**config.mk**
```make
export PLATFORM = sky130hd
export DESIGN_NAME = mir_pipe
export DESIGN_NICKNAME = d
export VERILOG_FILES = /design/src/rtl/mir_pkg.sv /design/src/rtl/mir_field_reg.sv /design/src/rtl/mir_pipe.sv
export SDC_FILE = /design/constraint.sdc
export NUM_CORES = 1
export LEC_CHECK = 0
export CORE_ASPECT_RATIO = 1.1
export CORE_MARGIN = 2
export CORE_UTILIZATION = 30
export DETAILED_ROUTE_END_ITERATION = 16
export DONT_BUFFER_PORTS = 1
export GPL_ROUTABILITY_DRIVEN = 0
export PLACE_DENSITY = 0.52
export SLEW_MARGIN = 10
export SYNTH_ARGS = -nofsm -noshare
export SYNTH_HDL_FRONTEND = slang
export SYNTH_SLANG_ARGS = --single-unit
export TNS_END_PERCENT = 10
```
**constraint.sdc**
```tcl
create_clock -name CLK -period 4.23 [get_ports CLK]
set_input_delay 0.423 -clock CLK [delete_from_list [all_inputs] [get_ports CLK]]
set_output_delay 0.423 -clock CLK [all_outputs]
set_load 0.01 [all_outputs]
```
**src/rtl/mir_pkg.sv**
```systemverilog
// mir_pkg: shared definitions for the microinstruction pipeline register.
// Field widths, microword width helper, field offsets, FSM state enum and
// the NOP microword builder. Microword layout, MSB->LSB:
//   ALUC[4] SH[2] KMux MR MW SelA SelB SelC Type DAdd
package mir_pkg;

  // Default field widths
  localparam int unsigned SELA_W_DEF = 5;
  localparam int unsigned SELB_W_DEF = 6;
  localparam int unsigned SELC_W_DEF = 6;
  localparam int unsigned TYPE_W_DEF = 7;
  localparam int unsigned DADD_W_DEF = 10;

  // Upper bound on the microword width handled by the helper functions
  localparam int unsigned UW_MAX = 256;

  typedef enum logic [1:0] {
    EMPTY = 2'd0,
    ONE   = 2'd1,
    FULL  = 2'd2
  } mir_state_e;

  // Total microword width: 9 fixed control bits plus the variable fields
  function automatic int unsigned uw_w(input int unsigned sela_w,
                                       input int unsigned selb_w,
                                       input int unsigned selc_w,
                                       input int unsigned type_w,
                                       input int unsigned dadd_w);
    return 9 + sela_w + selb_w + selc_w + type_w + dadd_w;
  endfunction

  // Field offsets (LSB position of each field)
  function automatic int unsigned off_type(input int unsigned dadd_w);
    return dadd_w;
  endfunction

  function automatic int unsigned off_selc(input int unsigned dadd_w,
                                           input int unsigned type_w);
    return dadd_w + type_w;
  endfunction

  function automatic int unsigned off_selb(input int unsigned dadd_w,
                                           input int unsigned type_w,
                                           input int unsigned selc_w);
    return dadd_w + type_w + selc_w;
  endfunction

  function automatic int unsigned off_sela(input int unsigned dadd_w,
                                           input int unsigned type_w,
                                           input int unsigned selc_w,
                                           input int unsigned selb_w);
    return dadd_w + type_w + selc_w + selb_w;
  endfunction

  // MW sits directly above SelA, followed by MR, KMux, SH and ALUC
  function automatic int unsigned off_mw(input int unsigned dadd_w,
                                         input int unsigned type_w,
                                         input int unsigned selc_w,
                                         input int unsigned selb_w,
                                         input int unsigned sela_w);
    return dadd_w + type_w + selc_w + selb_w + sela_w;
  endfunction

  // Offsets for the default configuration
  localparam int unsigned OFF_SELC_DEF = DADD_W_DEF + TYPE_W_DEF;
  localparam int unsigned OFF_MW_DEF   = DADD_W_DEF + TYPE_W_DEF + SELC_W_DEF
                                         + SELB_W_DEF + SELA_W_DEF;
  localparam int unsigned OFF_MR_DEF   = OFF_MW_DEF + 1;

  // NOP microword: everything zero except SelC, which carries the
  // "write no register" code. Returned at UW_MAX width; callers slice.
  function automatic logic [UW_MAX-1:0] nop_word(input int unsigned selc_off,
                                                 input int unsigned selc_w,
                                                 input int unsigned selc_nop);
    logic [UW_MAX-1:0] mask;
    logic [UW_MAX-1:0] code;
    mask = (UW_MAX'(1) << selc_w) - UW_MAX'(1);
    code = UW_MAX'(selc_nop) & mask;
    return code << selc_off;
  endfunction

endpackage

```
**src/rtl/mir_field_reg.sv**
```systemverilog
// mir_field_reg: microword-wide register with load enable, synchronous
// clear-to-NOP and asynchronous clear-to-NOP on reset. Used for both the
// output register and the skid register of the pipeline.
module mir_field_reg
  import mir_pkg::*;
#(
  parameter int unsigned W   = uw_w(SELA_W_DEF, SELB_W_DEF, SELC_W_DEF,
                                    TYPE_W_DEF, DADD_W_DEF),
  parameter logic [W-1:0] NOP = '0
) (
  input  logic         CLK,
  input  logic         RST,
  input  logic         LD,
  input  logic         CLR,
  input  logic [W-1:0] D,
  output logic [W-1:0] Q
);

  logic [W-1:0] q_reg;

  // Hold the word; clearing to NOP wins over a load
  always_ff @(posedge CLK or posedge RST) begin
    if (RST) begin
      q_reg <= NOP;
    end else if (CLR) begin
      q_reg <= NOP;
    end else if (LD) begin
      q_reg <= D;
    end
  end

  assign Q = q_reg;

endmodule

```
**src/rtl/mir_pipe.sv**
```systemverilog
// mir_pipe: two-entry skid buffer feeding microwords to the datapath.
// States EMPTY / ONE (output register full) / FULL (output + skid full).
// IN_READY is registered, so a word offered while FULL is simply not taken.
// FLUSH empties the buffer on the next edge and drops any same-cycle input.
// Optional feature: define MIR_PARITY_EN to add the UW_PAR input (even
// parity over UW_IN) and the sticky PAR_ERR output; a word failing parity
// is stored as NOP.
module mir_pipe
  import mir_pkg::*;
#(
  parameter int unsigned SELA_W   = 5,
  parameter int unsigned SELB_W   = 6,
  parameter int unsigned SELC_W   = 6,
  parameter int unsigned TYPE_W   = 7,
  parameter int unsigned DADD_W   = 10,
  parameter int unsigned SELC_NOP = 0,
  localparam int unsigned UW_W    = uw_w(SELA_W, SELB_W, SELC_W, TYPE_W, DADD_W)
) (
  input  logic            CLK,
  input  logic            RST,
  input  logic [UW_W-1:0] UW_IN,
  input  logic            IN_VALID,
  output logic            IN_READY,
  output logic [UW_W-1:0] UW_OUT,
  output logic            OUT_VALID,
  input  logic            OUT_READY,
  input  logic            FLUSH,
  output logic [15:0]     ISSUE_CNT
`ifdef MIR_PARITY_EN
  ,
  input  logic            UW_PAR,
  output logic            PAR_ERR
`endif
);

  localparam logic [UW_MAX-1:0] NOP_FULL = nop_word(off_selc(DADD_W, TYPE_W),
                                                    SELC_W, SELC_NOP);
  localparam logic [UW_W-1:0]   NOP      = NOP_FULL[UW_W-1:0];

  mir_state_e      state_reg;
  logic            in_ready_reg;
  logic            out_valid_reg;
  logic [15:0]     cnt_reg;

  logic            in_beat;
  logic            out_beat;
  logic [UW_W-1:0] in_word;
  logic [UW_W-1:0] skid_q;
  logic [UW_W-1:0] out_q;
  logic [UW_W-1:0] out_d;

  logic            out_ld;
  logic            out_clr;
  logic            out_sel_skid;
  logic            skid_ld;
  logic            skid_clr;

  assign in_beat  = IN_VALID && in_ready_reg;
  assign out_beat = out_valid_reg && OUT_READY;

`ifdef MIR_PARITY_EN
  logic par_bad;
  logic par_err_reg;

  // Even parity: XOR of the word and its parity bit must be zero
  assign par_bad = (^UW_IN) ^ UW_PAR;
  assign in_word = par_bad ? NOP : UW_IN;

  // Sticky parity error, set only by a word that is actually accepted
  always_ff @(posedge CLK or posedge RST) begin
    if (RST) begin
      par_err_reg <= 1'b0;
    end else if (in_beat && !FLUSH && par_bad) begin
      par_err_reg <= 1'b1;
    end
  end

  assign PAR_ERR = par_err_reg;
`else
  assign in_word = UW_IN;
`endif

  // Register-file control: which of output/skid loads, clears or shifts
  always_comb begin
    out_ld       = 1'b0;
    out_clr      = 1'b0;
    out_sel_skid = 1'b0;
    skid_ld      = 1'b0;
    skid_clr     = 1'b0;
    if (FLUSH) begin
      out_clr  = 1'b1;
      skid_clr = 1'b1;
    end else begin
      case (state_reg)
        EMPTY: begin
          if (in_beat) out_ld = 1'b1;
        end
        ONE: begin
          if (in_beat) begin
            if (out_beat) out_ld  = 1'b1;
            else          skid_ld = 1'b1;
          end else if (out_beat) begin
            out_clr = 1'b1;
          end
        end
        FULL: begin
          if (out_beat) begin
            out_ld       = 1'b1;
            out_sel_skid = 1'b1;
            skid_clr     = 1'b1;
          end
        end
        default: begin
          out_clr  = 1'b1;
          skid_clr = 1'b1;
        end
      endcase
    end
  end

  assign out_d = out_sel_skid ? skid_q : in_word;

  mir_field_reg #(
    .W   (UW_W),
    .NOP (NOP)
  ) u_out_reg (
    .CLK (CLK),
    .RST (RST),
    .LD  (out_ld),
    .CLR (out_clr),
    .D   (out_d),
    .Q   (out_q)
  );

  mir_field_reg #(
    .W   (UW_W),
    .NOP (NOP)
  ) u_skid_reg (
    .CLK (CLK),
    .RST (RST),
    .LD  (skid_ld),
    .CLR (skid_clr),
    .D   (in_word),
    .Q   (skid_q)
  );

  // Occupancy FSM with registered IN_READY / OUT_VALID
  always_ff @(posedge CLK or posedge RST) begin
    if (RST) begin
      state_reg     <= EMPTY;
      in_ready_reg  <= 1'b0;
      out_valid_reg <= 1'b0;
    end else if (FLUSH) begin
      state_reg     <= EMPTY;
      in_ready_reg  <= 1'b1;
      out_valid_reg <= 1'b0;
    end else begin
      in_ready_reg <= 1'b1;
      case (state_reg)
        EMPTY: begin
          if (in_beat) begin
            state_reg     <= ONE;
            out_valid_reg <= 1'b1;
          end
        end
        ONE: begin
          if (in_beat && !out_beat) begin
            state_reg    <= FULL;
            in_ready_reg <= 1'b0;
          end else if (!in_beat && out_beat) begin
            state_reg     <= EMPTY;
            out_valid_reg <= 1'b0;
          end
        end
        FULL: begin
          if (out_beat) begin
            state_reg <= ONE;
          end else begin
            in_ready_reg <= 1'b0;
          end
        end
        default: begin
          state_reg     <= EMPTY;
          out_valid_reg <= 1'b0;
        end
      endcase
    end
  end

  // Issue counter: one per consumed microword, wraps, survives FLUSH
  always_ff @(posedge CLK or posedge RST) begin
    if (RST) begin
      cnt_reg <= 16'd0;
    end else if (out_beat) begin
      cnt_reg <= cnt_reg + 16'd1;
    end
  end

  assign IN_READY  = in_ready_reg;
  assign OUT_VALID = out_valid_reg;
  assign UW_OUT    = out_q;
  assign ISSUE_CNT = cnt_reg;

endmodule

```
==> reports/qor.csv, run 1 <==
stage,metric,value,unit
run_status,status,completed,
cts,post_cts.repair.setup_buffers,0,
synthesis,synth_top_family_by_area,compound AO/OA/AOI/OAI gates,
routing,vias,3273,
routing,drc,0,
synthesis,synth-simple-area-share,0.124,
pwr,pwr-share-seq,0.515,
routing,wl_per_cell,18.7,µm
routing,routed_wl,11.7,mm
critical_path,r2r-end,u_out_reg.Q[14],
synthesis,ys_types,35,
run,drv_cap,0,
cts,cts_buffers,9,
sta,fmax,362,MHz
floorplanning,start_util,0.306,
pwr,switchingPower,893,µW
critical_path,critPathRequiredTime,4.48,ns
critical_path,arrival,3.01,ns
synthesis,synthFlopType,dfrtp_1,
critical_path,r2r_cells,6,
final_layout,num-nets-final,477,
floorplanning,core-area,15600,µm²
synthesis,ys_ff_latch,106,
final_layout,num_antenna_cells,0,
global_routing,grt_overflow_total,0,
cts,clock_sinks,106,
placed_design,place_area,4910,µm²
cts,clockRootBuffer,clkbuf_16,
pwr,switching_share,0.334,
routing,viasPerCell,5.22,
pwr,pwr_density_cell,515,nW/µm²
cts,clock_latency,0.35,ns
pwr,power.share.clock,0.312,
synthesis,synth_mux_area_frac,0.0901,
routing,ant_nets,0,
pwr,ir_worst_vdd,171,µV
cts,clk_pin_slew,0.07,ns
critical_path,path_max_fanout,43,
global_routing,grt_antenna_before_repair,0,
sta,worst-slew-pin-transition,1.21,ns
placed_design,place_hpwl,7.32,mm
pwr,comb_power_share,0.174,
critical_path,timing.rr.start,state_reg[0],
sta,hold_viol,0,
synthesis,synth-edff-count,0,
sta,fin_crit_sh,0.654,
global_routing,grt_pass1_vias,3381,
synthesis,synth_area_leaders,"dfrtp_1 (56%), mux2i_1 (9.0%), o2bb2ai_1 (7.9%), nand2_1 (7.6%), a21oi_1 (4.8%)",
critical_path,reg2reg_slack,1.46,ns
final_layout,drive_above_1_share,0.0632,
placed_design,port_buffers,0,
sta,grt_setup_unrepaired,false,
synthesis,ys_seq_area_frac,0.556,
cts,hold_buffers,0,
synthesis,synth_fa_ha_area_frac,0.0157,
final_layout,final_cell_area,5190,µm²
critical_path,worstSetupPathType,reg -> reg,
global_routing,grt_pass1_wl,18.9,mm
synthesis,synthXorXnorAreaFrac,0.0275,
final_layout,multi_input_area,1940,µm²
synthesis,synth-compound-area-share,0.146,
sta,holdWs,0.0669,ns
final_layout,regArea,2650,µm²
sta,slew_headroom,0.190,
synthesis,ys_warn_count,0,
global_routing,grt.total_usage,0.141,
sta,final_max_slew_viol_count,0,
cts,cts_tree,yes,
sta,setup_viol_count_final,0,
pwr,internal_power,1780,µW
routing,drt_pass1_iterations,4,
floorplanning,die_x,124,µm
final_layout,area_growth,8.78,%
final_layout,fin_util,0.333,
synthesis,netlist.area_leader.share,0.556,
sta,setup-tns-final,0,ns
floorplanning,dieArea,16900,µm²
placed_design,place_ws,1.46,ns
floorplanning,num_rows,48,
routing,drt_iter0_drc,133,
pwr,power_leakage,0.00246,µW
synthesis,synth_nets,493,
cts,cts.path.max_buffers,2,
final_layout,nFillCells,1588,
hold_path,hp-class,in -> async,
synthesis,synth.most_common_cell,dfrtp_1,
sta,fin_worst_skew,0.00697,ns
synthesis,yosys.area.top_type,dfrtp_1,
critical_path,cp-start-kind,register,
synthesis,synthCells,439,
synthesis,synth_area,4770,µm²
sta,fin_crit,2.77,ns
critical_path,cp-end-kind,register,
cts,cts_resized,0,
sta,fin_ws,1.46,ns
floorplanning,io_pins,109,
global_routing,grt_max_degree,56,
critical_path,crit_start,state_reg[0],
synthesis,synthTopCellsByCount,"dfrtp_1 (106), nand2_1 (97), a21oi_1 (46), mux2i_1 (43), o2bb2ai_1 (43)",
cts,h-tree-depth,3,
floorplanning,die_y,136,µm
synthesis,synth.avg_cell_area,10.9,µm²
synthesis,synth-async-reset-ratio,1.00,
[power by group through the flow]
stage          Clock (µW)  Sequential, µW  Combinational, µW
3_3_place_gp            0            1400                446
2_1_floorplan           0            1340                394
4_1_cts               865            1380                471
5_1_grt               910            1410                524
6_report              834            1380                464
3_5_place_dp            0            1400                471
[how the worst max path moves through the flow]
stage	endpoint	slack (ns)	depth (start not counted)
final	u_out_reg.Q[14]	1.46	6
after CTS	u_out_reg.Q[14]	1.44	6
after detailed placement	u_out_reg.Q[14]	1.46	6
after floorplan	IN_READY	1.02	1
after global routing	u_out_reg.Q[14]	1.27	6
after global placement	u_out_reg.Q[13]	1.66	6
[critical path, cell delays in order (launching register included)]
cell	delay (ns)
dfrtp_1	0.43
inv_1	0.12
ha_1	0.35
nor3_1	0.10
a311oi_1	0.39
nor2b_4	1.05
o2bb2ai_1	0.21
[area by class of cell]
| cell class | count | share of cell area |
|---|---|---|
| Clock inverter | 5 | 0.0108 |
| Tap cell | 200 | 0.0482 |
| Multi-Input combinational cell | 297 | 0.373 |
| Inverter | 4 | 0.00337 |
| Clock buffer | 10 | 0.0441 |
| Timing Repair Buffer | 5 | 0.00964 |
| Sequential cell | 106 | 0.511 |
[logic make-up after synthesis]
group / Yosys count
flops: 106
fa+ha+maj: 6
compound gates: 101
mux: 43
buf+inv: 36
xor+xnor: 15
simple gates: 132
[stage by stage]
step | instances | power (µW)
after floorplan | 439 | 1740
after global placement | 612 | 1840
after detailed placement | 612 | 1870
after CTS | 627 | 2720
after global routing | 627 | 2840
final | 627 | 2680
[metal layers]
layer  GRT usage  share of wire  up-vias
li1            -              -     1510
met1       0.181           0.44     1645
met2       0.225           0.48      105
met3      0.0476          0.068       13
met4      0.0456          0.011        0
met5           0              0        -
[cells in the final DEF (no fill, tap or decap), types with 4 or more instances in the layout]
cell	Yosys	layout
a21oi_1	46	46
buf_4	4	4
clkbuf_16	0	9
dfrtp_1	106	106
ha_1	6	6
mux2i_1	43	43
nand2_1	97	96
nand3_1	8	8
nand4_1	4	4
nor2_1	5	5
o2bb2ai_1	43	43
xnor2_1	10	10
xor2_1	5	5
Note: power is estimated with default switching activity, not from simulation.
==> inputs of run 2 (changes only) <==
- PLACE_DENSITY: 0.52 -> 0.53
- clock period: 4.23 -> 2.38 ns (I/O delays scaled with it)
==> reports/qor.csv, run 2 (same netlist as run 1, synthesis figures left out) <==
stage,metric,value,unit
sta,slew_headroom,0.436,
floorplanning,start_util,0.306,
cts,cts.path.max_buffers,2,
sta,fin_crit_sh,0.910,
pwr,ir_worst_vdd,304,µV
final_layout,layout_common_cells,"dfrtp_1 (106), nand2_1 (96), a21oi_1 (46), mux2i_1 (43), o2bb2ai_1 (43)",
sta,fmax,462,MHz
routing,ant_nets,0,
routing,vias,3242,
critical_path,path_max_fanout,44,
critical_path,critPathRequiredTime,2.56,ns
critical_path,worstSetupPathType,reg -> reg,
sta,grt_setup_unrepaired,false,
routing,wl_per_cell,17.1,µm
global_routing,grt_antenna_before_repair,0,
cts,cts_tree,yes,
cts,h-tree-depth,3,
global_routing,grt_pass1_vias,3314,
routing,viasPerCell,5.03,
sta,setup_viol_count_final,0,
pwr,power_leakage,0.00255,µW
cts,cts_buffers,9,
global_routing,grt.total_usage,0.133,
cts,clk_pin_slew,0.07,ns
routing,drt_pass1_iterations,4,
placed_design,place_area,4980,µm²
global_routing,grt_pass1_wl,17.9,mm
final_layout,area_growth,12.9,%
sta,setup-tns-final,0,ns
cts,clock_sinks,106,
placed_design,port_buffers,0,
final_layout,drive_above_1_share,0.0787,
floorplanning,die_y,136,µm
floorplanning,core-area,15600,µm²
global_routing,grt_overflow_total,0,
cts,clockRootBuffer,clkbuf_16,
routing,routed_wl,11.0,mm
cts,clock_latency,0.34,ns
sta,hold_viol,0,
cts,cts_resized,0,
critical_path,cp-end-kind,register,
routing,drt_iter0_drc,115,
run_status,status,completed,
final_layout,final_cell_area,5390,µm²
critical_path,arrival,2.35,ns
global_routing,grt_max_degree,45,
final_layout,num-nets-final,494,
floorplanning,io_pins,109,
critical_path,cp-start-kind,register,
run,drv_cap,0,
sta,fin_crit,2.17,ns
floorplanning,num_rows,48,
pwr,pwr_density_cell,895,nW/µm²
sta,final_max_slew_viol_count,0,
final_layout,num_antenna_cells,0,
floorplanning,die_x,124,µm
floorplanning,dieArea,16900,µm²
sta,fin_worst_skew,0.0101,ns
hold_path,hp-class,in -> reg,
routing,drc,0,
final_layout,final_common_cell,dfrtp_1,
placed_design,place_hpwl,7.18,mm
sta,worst-slew-pin-transition,0.846,ns
[run 2: worst max-delay path, stage by stage (launching register included)]
cell	delay, ns
dfrtp_1	0.43
inv_1	0.12
ha_1	0.26
inv_1	0.15
or4_4	0.81
nand2_1	0.15
a21oi_1	0.08
[run 2: final cells by class]
cell class / instances / area, µm²
Fill cell: 1574 / 10200
Clock buffer: 9 / 225
Multi-Input combinational cell: 297 / 1940
Clock inverter: 7 / 77.6
Inverter: 4 / 18.8
Tap cell: 200 / 250
Sequential cell: 106 / 2650
Timing Repair Buffer: 22 / 230
[run 2: where the power goes]
part	switching, µW	internal [µW]	leakage [µW]	total, µW
Clock	691	824	0.000146	1520
Sequential	353	2080	0.00145	2430
Combinational	543	334	0.000957	877
[run 2: through the flow]
stage,hold WS (ns),instances,util,setup slack [ns],total power [µW]
2_1_floorplan,0.369,439,-,0.499,3090
3_3_place_gp,0.231,618,0.319,0.298,3320
3_5_place_dp,0.257,618,0.319,0.241,3350
4_1_cts,0.000349,645,0.345,0.219,4910
5_1_grt,0.00299,645,0.345,0.0271,5120
6_report,0.0199,645,0.345,0.214,4830
[run 2: path summary, 6_finish.rpt]
path                                   from               end  slack, ns  cells past startpoint
min in group asynchronous               RST   u_out_reg.Q[32]       0.48                      2
setup reg to reg               state_reg[1]  u_skid_reg.Q[15]       0.21                      6
setup / recovery               state_reg[1]  u_skid_reg.Q[15]       0.21                      6
hold reg to reg            u_skid_reg.Q[24]  u_skid_reg.Q[24]       0.52                      2
max in group asynchronous               RST   u_out_reg.Q[21]       1.01                      3
hold / removal                     UW_IN[0]   u_skid_reg.Q[0]       0.02                      2
[run 2: repair_timing]
action / in CTS / in global routing
endpoints found under the setup margin: 0 / 0
hold buffers: 11 / 0
setup buffers: 0 / 0
hold endpoints to repair: 37 / 0
[run 2: layer usage]
layer	track usage	share of wire	wire length (µm)
met1	0.168	0.45	4930
met2	0.222	0.49	5350
met4	0.0356	0.0091	100
met5	0	0	0
met3	0.0433	0.059	650
